File: config.mk
export PLATFORM = sky130hd
export DESIGN_NAME = seq_alu_cu_flat
export DESIGN_NICKNAME = d
export VERILOG_FILES = /design/src/rtl/seq_alu_cu_if.sv /design/src/rtl/seq_alu_cu.sv /design/src/flat_wrapper.sv
export SDC_FILE = /design/constraint.sdc
export NUM_CORES = 1
export LEC_CHECK = 0
export ABC_AREA = 1
export CAP_MARGIN = 0
export CORE_ASPECT_RATIO = 1.1
export CORE_MARGIN = 1.5
export CORE_UTILIZATION = 40
export CTS_BUF_LIST = sky130_fd_sc_hd__clkbuf_4
export DETAILED_ROUTE_END_ITERATION = 10
export DONT_BUFFER_PORTS = 1
export GPL_ROUTABILITY_DRIVEN = 1
export SETUP_SLACK_MARGIN = 0.1
export SLEW_MARGIN = 15
export SYNTH_ARGS = -nofsm -noshare
export SYNTH_HDL_FRONTEND = slang
export SYNTH_SLANG_ARGS = --single-unit
File: constraint.sdc
create_clock -name clk -period 2.8 [get_ports clk]
set_input_delay 0.28 -clock clk [delete_from_list [all_inputs] [get_ports clk]]
set_output_delay 0.28 -clock clk [all_outputs]
set_load 0.005 [all_outputs]
File: src/rtl/seq_alu_cu_if.sv
// Handshake and result bus of the sequenced ALU control unit.
// master = instruction producer / result consumer, slave = seq_alu_cu.
interface seq_alu_cu_if #(
    parameter int W     = 8,
    parameter int CNT_W = 16
);
    logic               in_valid;
    logic               in_ready;
    logic [3+2*W-1:0]   instr;
    logic               out_valid;
    logic               out_ready;
    logic [W-1:0]       result;
    logic               carry;
    logic               zero;
    logic [CNT_W-1:0]   op_count;

    modport master (
        output in_valid, instr, out_ready,
        input  in_ready, out_valid, result, carry, zero, op_count
    );

    modport slave (
        input  in_valid, instr, out_ready,
        output in_ready, out_valid, result, carry, zero, op_count
    );
endinterface

File: src/rtl/seq_alu_cu.sv
// Multi-cycle ALU control unit: IDLE -> EXEC -> RESP with valid/ready on both sides.
// Define SEQ_ALU_CU_ACC_EN to add the accumulator and make opcode 000 compute acc+b.
module seq_alu_cu #(
    parameter int W     = 8,
    parameter int CNT_W = 16
) (
    input  logic          clk,
    input  logic          rst_n,
    seq_alu_cu_if.slave   bus
);
    typedef enum logic [1:0] {IDLE, EXEC, RESP} state_t;

    localparam logic [2:0] OP_ADD = 3'b001;
    localparam logic [2:0] OP_SUB = 3'b010;
    localparam logic [2:0] OP_INC = 3'b011;
    localparam logic [2:0] OP_DEC = 3'b100;
    localparam logic [2:0] OP_AND = 3'b101;
    localparam logic [2:0] OP_OR  = 3'b110;
    localparam logic [2:0] OP_NOT = 3'b111;

    localparam logic [W:0] ONE = {{W{1'b0}}, 1'b1};

    state_t         state;
    logic [2:0]     op_q;
    logic [W-1:0]   a_q;
    logic [W-1:0]   b_q;
    logic [W:0]     alu_w;
`ifdef SEQ_ALU_CU_ACC_EN
    logic [W-1:0]   acc_q;
`endif

    // Bit W carries out of ADD/INC and, with W+1-bit subtraction, is the borrow of SUB/DEC.
    always_comb begin
        // NOTE: default first so every path assigns alu_w and no latch is inferred.
        alu_w = '0;
        case (op_q)
            OP_ADD:  alu_w = {1'b0, a_q} + {1'b0, b_q};
            OP_SUB:  alu_w = {1'b0, a_q} - {1'b0, b_q};
            OP_INC:  alu_w = {1'b0, a_q} + ONE;
            OP_DEC:  alu_w = {1'b0, a_q} - ONE;
            OP_AND:  alu_w = {1'b0, a_q & b_q};
            OP_OR:   alu_w = {1'b0, a_q | b_q};
            OP_NOT:  alu_w = {1'b0, ~a_q};
`ifdef SEQ_ALU_CU_ACC_EN
            default: alu_w = {1'b0, acc_q} + {1'b0, b_q};
`else
            default: alu_w = '0;
`endif
        endcase
    end

    // NOTE: non-blocking assignments so all state updates see pre-edge values.
    always_ff @(posedge clk or negedge rst_n) begin
        if (!rst_n) begin
            state         <= IDLE;
            op_q          <= '0;
            a_q           <= '0;
            b_q           <= '0;
            bus.in_ready  <= 1'b1;
            bus.out_valid <= 1'b0;
            bus.result    <= '0;
            bus.carry     <= 1'b0;
            bus.zero      <= 1'b0;
            bus.op_count  <= '0;
`ifdef SEQ_ALU_CU_ACC_EN
            acc_q         <= '0;
`endif
        end else begin
            case (state)
                IDLE: begin
                    if (bus.in_valid) begin
                        {op_q, a_q, b_q} <= bus.instr;
                        bus.in_ready     <= 1'b0;
                        state            <= EXEC;
                    end
                end
                EXEC: begin
                    bus.result    <= alu_w[W-1:0];
                    bus.carry     <= alu_w[W];
                    bus.zero      <= (alu_w[W-1:0] == '0);
                    bus.out_valid <= 1'b1;
                    state         <= RESP;
                end
                RESP: begin
                    // in_ready rises only after the handoff edge, so RESP never accepts.
                    if (bus.out_ready) begin
                        bus.out_valid <= 1'b0;
                        bus.in_ready  <= 1'b1;
                        bus.op_count  <= bus.op_count + CNT_W'(1);
`ifdef SEQ_ALU_CU_ACC_EN
                        acc_q         <= bus.result;
`endif
                        state         <= IDLE;
                    end
                end
                default: begin
                    bus.in_ready  <= 1'b1;
                    bus.out_valid <= 1'b0;
                    state         <= IDLE;
                end
            endcase
        end
    end
endmodule
File: src/flat_wrapper.sv
// flat-port wrapper written by rule: the top's interface ports become plain ports
module seq_alu_cu_flat 
#(
    parameter int W     = 8,
    parameter int CNT_W = 16
)
  (clk, rst_n, bus_in_valid, bus_instr, bus_out_ready, bus_in_ready, bus_out_valid, bus_result, bus_carry, bus_zero, bus_op_count);
  seq_alu_cu_if #(.W(W), .CNT_W(CNT_W)) bus_i ();
  input  logic clk;
  input  logic rst_n;
  input wire logic [$bits(bus_i.in_valid)-1:0] bus_in_valid;
  input wire logic [$bits(bus_i.instr)-1:0] bus_instr;
  input wire logic [$bits(bus_i.out_ready)-1:0] bus_out_ready;
  output wire logic [$bits(bus_i.in_ready)-1:0] bus_in_ready;
  output wire logic [$bits(bus_i.out_valid)-1:0] bus_out_valid;
  output wire logic [$bits(bus_i.result)-1:0] bus_result;
  output wire logic [$bits(bus_i.carry)-1:0] bus_carry;
  output wire logic [$bits(bus_i.zero)-1:0] bus_zero;
  output wire logic [$bits(bus_i.op_count)-1:0] bus_op_count;
  assign bus_i.in_valid = bus_in_valid;
  assign bus_i.instr = bus_instr;
  assign bus_i.out_ready = bus_out_ready;
  assign bus_in_ready = bus_i.in_ready;
  assign bus_out_valid = bus_i.out_valid;
  assign bus_result = bus_i.result;
  assign bus_carry = bus_i.carry;
  assign bus_zero = bus_i.zero;
  assign bus_op_count = bus_i.op_count;
  seq_alu_cu #(.W(W), .CNT_W(CNT_W)) u_core (.clk(clk), .rst_n(rst_n), .bus(bus_i));
endmodule
==> results.json, run 1 <==
{
  "holdCritStartpoint": "bus_instr[5]",
  "num_rows": 32,
  "start_util": 0.419,
  "clk_pin_slew_ns": 0.15,
  "syn-num-nets": 422,
  "fin_skew_ns": 0.00923,
  "grt_usage": 0.171,
  "synth_compound_area_frac": 0.107,
  "ctsHtreeMaxLevel": 2,
  "cts_buffer_depth": 2,
  "synthAdderAreaFrac": 0.0489,
  "final_area_um2": 3310,
  "synthSimpleGateAreaFrac": 0.304,
  "regArea_um2": 1230,
  "numPortBuffers": 0,
  "ioPinCount": 51,
  "place_hpwl_um": 4920,
  "final_antenna_net_count": 0,
  "drt_wl_total_um": 6380,
  "tritoncts": "done",
  "die_area_um2": 7940,
  "p_leak_nw": 1.69,
  "synth_area_leaders": "dfrtp_1 (40%), nand2_1 (14%), o21ai_0 (6.4%), inv_1 (6.3%), ha_1 (4.2%)",
  "crit_path_end_kind": "flop",
  "drv_cap": 0,
  "critPathSlowestCell": "dfrtp_2",
  "muxShareOfSynthArea": 0.00380,
  "core_area_um2": 7090,
  "grt-ovfl-total": 0,
  "place.gp.congestion": 0.894,
  "async_reset_ff_frac": 1.00,
  "slew_headroom": 0.447,
  "yosysTopAreaCellShare": 0.405,
  "rsz0062_at_grt": "no",
  "synth_xor_area_frac": 0.0502,
  "multi_input_area_um2": 1560,
  "fin_crit_ns": 2.48,
  "grt_pass1_vias": 2302,
  "grt_max_degree": 50,
  "max_stage_delay_ns": 0.47,
  "grt_busiest_layer": "met2",
  "drt-wirelength-per-cell_um": 13.0,
  "path_max_fanout": 6,
  "drt_iter0_drc": 150,
  "die_x_um": 85.1,
  "place_area_um2": 3060,
  "reg2reg_from": "u_core.op_q[2]$_DFFE_PN0P_",
  "synthTopCellsByCount": "nand2_1 (113), inv_1 (50), dfrtp_1 (48)",
  "drive_gt1_frac": 0.115,
  "yosys.area.top_type": "dfrtp_1",
  "synth_cell_types": 35,
  "vias_per_cell": 4.90,
  "synth-main-ff-cell": "dfrtp_1",
  "drt_pre_antenna_iters": 8,
  "fmax_mhz": 403,
  "power.density_nw_per_um2": 1280,
  "finalCritPeriodShare": 0.886,
  "synthCells": 388,
  "use_met1": 0.234,
  "drc": 2,
  "grt_pass1_wl_um": 10800,
  "vias": 2409,
  "antenna_found_initial": 0,
  "synth_edf_count": 0,
  "crit_arrival_ns": 2.81,
  "setup_viol": 0,
  "synth_top_family_by_area": "simple AND/OR/NAND/NOR gates",
  "global_route.usage.met2": 0.273,
  "status": "finished with violations",
  "crit_top_cell": "nand2_1",
  "ir_worst_vdd_mv": 0.435,
  "violations": "DRC",
  "hold_class": "in -> reg",
  "crit_start": "u_core.op_q[2]$_DFFE_PN0P_",
  "syn_area_um2": 2970,
  "die_h_um": 93.3,
  "clk_latency_ns": 0.37,
  "yosysWarnings": 0,
  "worstPathRequired_ns": 3.13,
  "synth.most_common_cell": "nand2_1",
  "clock-sinks": 49,
  "fin_nets": 440,
  "critPathKind": "reg -> reg",
  "crit_chain": "buf_4, nand3_2, nand2_2, nand2_1, inv_2, o21ai_0, o21ai_1, fa_2, buf_4, xor2_1, nand2_1, inv_1, nor2_2, nand3_1, nor2_1, nand3_1, nand2_1",
  "nFillCells": 721,
  "ys_seq_elements": 49,
  "finalSetupTns_ns": 0,
  "finalHoldViolations": 0,
  "ctsRootBufferMaster": "clkbuf_4",
  "finalMaxSlewViolations": 0,
  "worstSetupStartpointType": "flop",
  "area_growth_pct": 11.7,
  "grtUsageMet3": 0.0362,
  "yosysSeqAreaShare": 0.414,
  "antenna_cells": 0,
  "worst_pin_slew_ns": 0.829,
  "cts_buffers": 5,
  "avgSynthCellArea_um2": 7.65
}
==> power breakdown <==
part / switching (mW) / total, mW / internal, mW
Sequential: 0.287 / 1.26 / 0.971
Combinational: 1.63 / 2.65 / 1.03
Clock: 0.233 / 0.344 / 0.111
==> layer usage <==
metal  part of all wire  up-vias
li1                   -     1280
met1               0.50     1087
met2               0.46       38
met3              0.037        4
met4              0.010        0
met5                  0        -
==> worst max-delay path: cells and delay by family (launching register included) <==
family	cells	cell delay, ns
and+or+nand+nor	9	0.84
AOI/OAI and AO/OA	2	0.21
buffers and inverters	4	0.42
DFF	1	0.47
adders and majority gates	1	0.38
xor gates and xnor gates	1	0.13
==> stage by stage <==
| step | worst slack (ns) | total power, mW | instances | util | hold slack (ns) |
|---|---|---|---|---|---|
| detailed placement | 0.131 | 3.73 | 469 | 0.431 | -0.0136 |
| finish | 0.319 | 4.26 | 492 | 0.468 | 0.0236 |
| floorplan | 0.480 | 3.20 | 388 | - | -0.0156 |
| global placement | 0.268 | 3.69 | 469 | 0.431 | -0.0137 |
| CTS | 0.136 | 4.13 | 486 | 0.455 | 0.000186 |
| global route | 0.0456 | 4.80 | 492 | 0.468 | 0.00270 |
==> cells by family (layout without fill, tap and decap cells) <==
group                    after synthesis  after routing
AND/OR/NAND/NOR                      195            195
multiplexers                           1              1
adder cells (fa/ha/maj)               11             11
buffers and inverters                 56             75
XOR/XNOR                              17             17
flip-flops                            49             49
AO/OA/AOI/OAI                         59             59
==> cell usage in the layout, fill, tap and decap left out, drive strengths merged, types with 3 or more instances in the layout <==
cell type / count
dlygate4sd3: 10
a21oi: 10
ha: 10
nand2: 116
o21ai: 39
nand3b: 3
buf: 6
dfrtp: 48
nor3: 5
nand4: 6
nor2: 37
xor2: 13
clkbuf: 6
nand3: 27
inv: 52
xnor2: 4
a31oi: 5
==> sequential cells by signal, summed over array words and instances, names as in the netlist <==
| register | cells |
|---|---|
| u_core.bus.op_count | 16 |
| u_core.bus.in_ready | 1 |
| u_core.state | 2 |
| u_core.a_q | 8 |
| u_core.bus.out_valid | 1 |
| u_core.b_q | 8 |
| u_core.bus.zero | 1 |
| u_core.bus.carry | 1 |
| u_core.bus.result | 8 |
| u_core.op_q | 3 |
==> worst paths after layout <==
| path | to | slack [ns] | cells after the start |
|---|---|---|---|
| min | u_core.b_q[5]$_DFFE_PN0P_ | 0.02 | 2 |
| min reg2reg | u_core.bus.in_ready$_DFFE_PN1P_ | 0.52 | 2 |
| max | u_core.bus.zero$_DFFE_PN0P_ | 0.32 | 17 |
| min in group asynchronous | u_core.op_q[1]$_DFFE_PN0P_ | 0.38 | 2 |
| max in group asynchronous | u_core.bus.in_ready$_DFFE_PN1P_ | 2.14 | 2 |
| max reg2reg | u_core.bus.zero$_DFFE_PN0P_ | 0.32 | 17 |
==> cell type report <==
type	instances	share of cell area
multi-input combinational	283	0.471
inverter	51	0.0578
tap	85	0.0321
clock buffer	6	0.0136
timing repair buffer	16	0.0498
clock inverter	2	0.00415
sequential	49	0.372
==> timing repair <==
| item | CTS | global route |
|---|---|---|
| hold buffers | 9 | 2 |
| setup buffers | 0 | 4 |
| hold endpoints to repair | 56 | 2 |
| gates cloned | 0 | 0 |
| gates resized for setup | 1 | 15 |
| setup endpoints to repair | 2 | 6 |
| pin swaps | 0 | 2 |
No activity file was read; power rests on OpenSTA's default activity.
==> run 2: changes to the inputs <==
--- a/config.mk
+++ b/config.mk
@@ -7,13 +7,16 @@
 export LEC_CHECK = 0
 export ABC_AREA = 1
 export CAP_MARGIN = 0
+export CELL_PAD_IN_SITES_DETAIL_PLACEMENT = 0
+export CELL_PAD_IN_SITES_GLOBAL_PLACEMENT = 2
 export CORE_ASPECT_RATIO = 1.1
 export CORE_MARGIN = 1.5
-export CORE_UTILIZATION = 40
+export CORE_UTILIZATION = 38
 export CTS_BUF_LIST = sky130_fd_sc_hd__clkbuf_4
 export DETAILED_ROUTE_END_ITERATION = 10
 export DONT_BUFFER_PORTS = 1
 export GPL_ROUTABILITY_DRIVEN = 1
+export PLACE_DENSITY_LB_ADDON = 0.1
 export SETUP_SLACK_MARGIN = 0.1
 export SLEW_MARGIN = 15
 export SYNTH_ARGS = -nofsm -noshare
==> run 2 against run 1 <==
Effect of this change: the run now ends clean; utilization down 3.0 points; combinational power about the same; non-clock buffer count down 6; first-iteration DRC count down 26%; register-to-register slack better by 0.02 ns; sequential power about the same; via count up 1.1%; critical endpoint unchanged.
==> results.json, run 2 (synthesized netlist as in run 1, its figures left out) <==
{
  "vias": 2436,
  "area_growth_pct": 10.8,
  "rsz0062_at_grt": "no",
  "place_hpwl_um": 5300,
  "drt_wl_total_um": 6970,
  "use_met1": 0.264,
  "max_stage_delay_ns": 0.45,
  "final_common_cell": "nand2_1",
  "slew_headroom": 0.417,
  "start_util": 0.395,
  "critPathSlowestCell": "dfrtp_2",
  "layout_common_cells": "nand2_1 (112), inv_1 (47), dfrtp_1 (46)",
  "grt_pass1_wl_um": 11600,
  "die_area_um2": 8350,
  "crit_path_end_kind": "flop",
  "cp_top_family": "simple AND/OR/NAND/NOR gates",
  "cts_buffers": 5,
  "antenna_cells": 0,
  "clk_pin_slew_ns": 0.16,
  "clk_latency_ns": 0.37,
  "pwr-share-seq": 0.286,
  "pwr-share-comb": 0.613,
  "reg2reg_from": "u_core.op_q[2]$_DFFE_PN0P_",
  "grt_usage": 0.179,
  "grt_pass1_vias": 2288,
  "netSwitchingPower_mw": 2.18,
  "die_h_um": 95.7,
  "power.density_nw_per_um2": 1320,
  "fmax_mhz": 406,
  "grt_max_degree": 50,
  "grt_busiest_layer": "met2",
  "finalCritPeriodShare": 0.879,
  "critPathKind": "reg -> reg",
  "setup_viol": 0,
  "internal_power_mw": 2.16,
  "worstPathRequired_ns": 3.13,
  "fin_crit_ns": 2.46,
  "place_ws_ns": 0.167,
  "finalHoldViolations": 0,
  "worst_pin_slew_ns": 0.874,
  "vias_per_cell": 4.81,
  "drt-wirelength-per-cell_um": 13.8,
  "path_max_fanout": 6,
  "power.share.clock": 0.101,
  "fin_nets": 434,
  "finalSetupTns_ns": 0,
  "numPortBuffers": 0,
  "die_x_um": 87.2,
  "global_route.usage.met2": 0.272,
  "drive_gt1_frac": 0.112,
  "fin_skew_ns": 0.0157,
  "tritoncts": "done",
  "ctsRootBufferMaster": "clkbuf_4",
  "status": "complete, no violations",
  "core_area_um2": 7510,
  "crit_arrival_ns": 2.79,
  "nFillCells": 814,
  "antenna_found_initial": 0,
  "clock-sinks": 49,
  "drt_iter0_drc": 111,
  "p_sw_frac": 0.503,
  "holdCritStartpoint": "bus_instr[11]",
  "regMostFlops": "u_core.bus.op_count",
  "worstSetupStartpointType": "flop",
  "p_leak_nw": 1.68,
  "ioPinCount": 51,
  "cts_buffer_depth": 2,
  "final_antenna_net_count": 0,
  "finalMaxSlewViolations": 0,
  "hold_class": "in -> reg",
  "setup_slack_ns": 0.339,
  "crit_chain": "buf_4, nand3_2, nand2_2, nand2_1, inv_1, o21ai_0, o21ai_1, fa_2, buf_4, xor2_1, nand2_1, inv_1, nor2_2, nand3_1, nor2_1, nand3_1, nand2_1",
  "largest_reg_flops": 16,
  "grt-ovfl-total": 0,
  "grtUsageMet3": 0.0338,
  "ctsHtreeMaxLevel": 2,
  "drc": 0,
  "num_rows": 33,
  "crit_buf_inv": 4,
  "drt_pre_antenna_iters": 4,
  "crit_top_cell": "nand2_1",
  "place.gp.congestion": 0.852,
  "ir_worst_vdd_mv": 0.393,
  "crit_start": "u_core.op_q[2]$_DFFE_PN0P_",
  "drv_cap": 0
}
-- run 2: per-layer routing --
layer	vias up	share of wire
met4	0	0.0088
met5	-	0
met2	41	0.44
met1	1122	0.52
met3	5	0.034
li1	1268	-
-- run 2: final cells by class --
class,count,area [um2],area share
Timing Repair Buffer,10,105,0.0320
Clock buffer,6,45.0,0.0137
Sequential cell,49,1230,0.374
Multi-Input combinational cell,283,1540,0.470
Tap cell,105,131,0.0400
Clock inverter,2,38.8,0.0118
Inverter,51,191,0.0583
-- run 2: final timing paths --
| kind | endpoint | slack, ns | cells past startpoint |
|---|---|---|---|
| hold / removal | u_core.a_q[3]$_DFFE_PN0P_ | 0.02 | 2 |
| setup / recovery | u_core.bus.zero$_DFFE_PN0P_ | 0.34 | 17 |
| hold reg to reg | u_core.bus.op_count[15]$_DFFE_PN0P_ | 0.51 | 1 |
| min in group asynchronous | u_core.bus.result[0]$_DFFE_PN0P_ | 0.40 | 2 |
| max in group asynchronous | u_core.bus.in_ready$_DFFE_PN1P_ | 2.11 | 2 |
| setup reg to reg | u_core.bus.zero$_DFFE_PN0P_ | 0.34 | 17 |
-- run 2: per-stage QoR --
step | hold slack (ns) | power (mW) | cells | cell area, um2 | utilization
finish | 0.0226 | 4.34 | 506 | 3290 | 0.437
global route | 0.00813 | 4.87 | 506 | 3290 | 0.437
CTS | 0.00302 | 4.30 | 504 | 3250 | 0.432
detailed placement | -0.0145 | 3.81 | 491 | 3100 | 0.412
global placement | -0.0145 | 3.83 | 491 | 3100 | 0.412
floorplan | -0.0156 | 3.20 | 388 | 2970 | -
-- run 2: power by group through the flow --
stage	clock [mW]	combinational (mW)	sequential, mW
after floorplan	0	2.02	1.18
after global placement	0	2.58	1.25
after detailed placement	0	2.55	1.26
after CTS	0.463	2.60	1.24
after global routing	0.490	3.10	1.29
final	0.438	2.66	1.24
-- run 2: worst register-to-register path, delay by kind of cell (launching register included) --
kind                     cells  cell delay (ns)
buffers and inverters        4             0.43
AO/OA/AOI/OAI                2             0.23
flip-flops                   1             0.45
AND/OR/NAND/NOR              9             0.81
XOR/XNOR                     1             0.13
adder cells (fa/ha/maj)      1             0.38
-- run 2: repair_timing --
action	4_1_cts	5_1_grt
endpoints found under the hold margin	52	0
gates resized for setup	0	13
hold buffers	5	0
endpoints found under the setup margin	0	5
buffers inserted	0	2
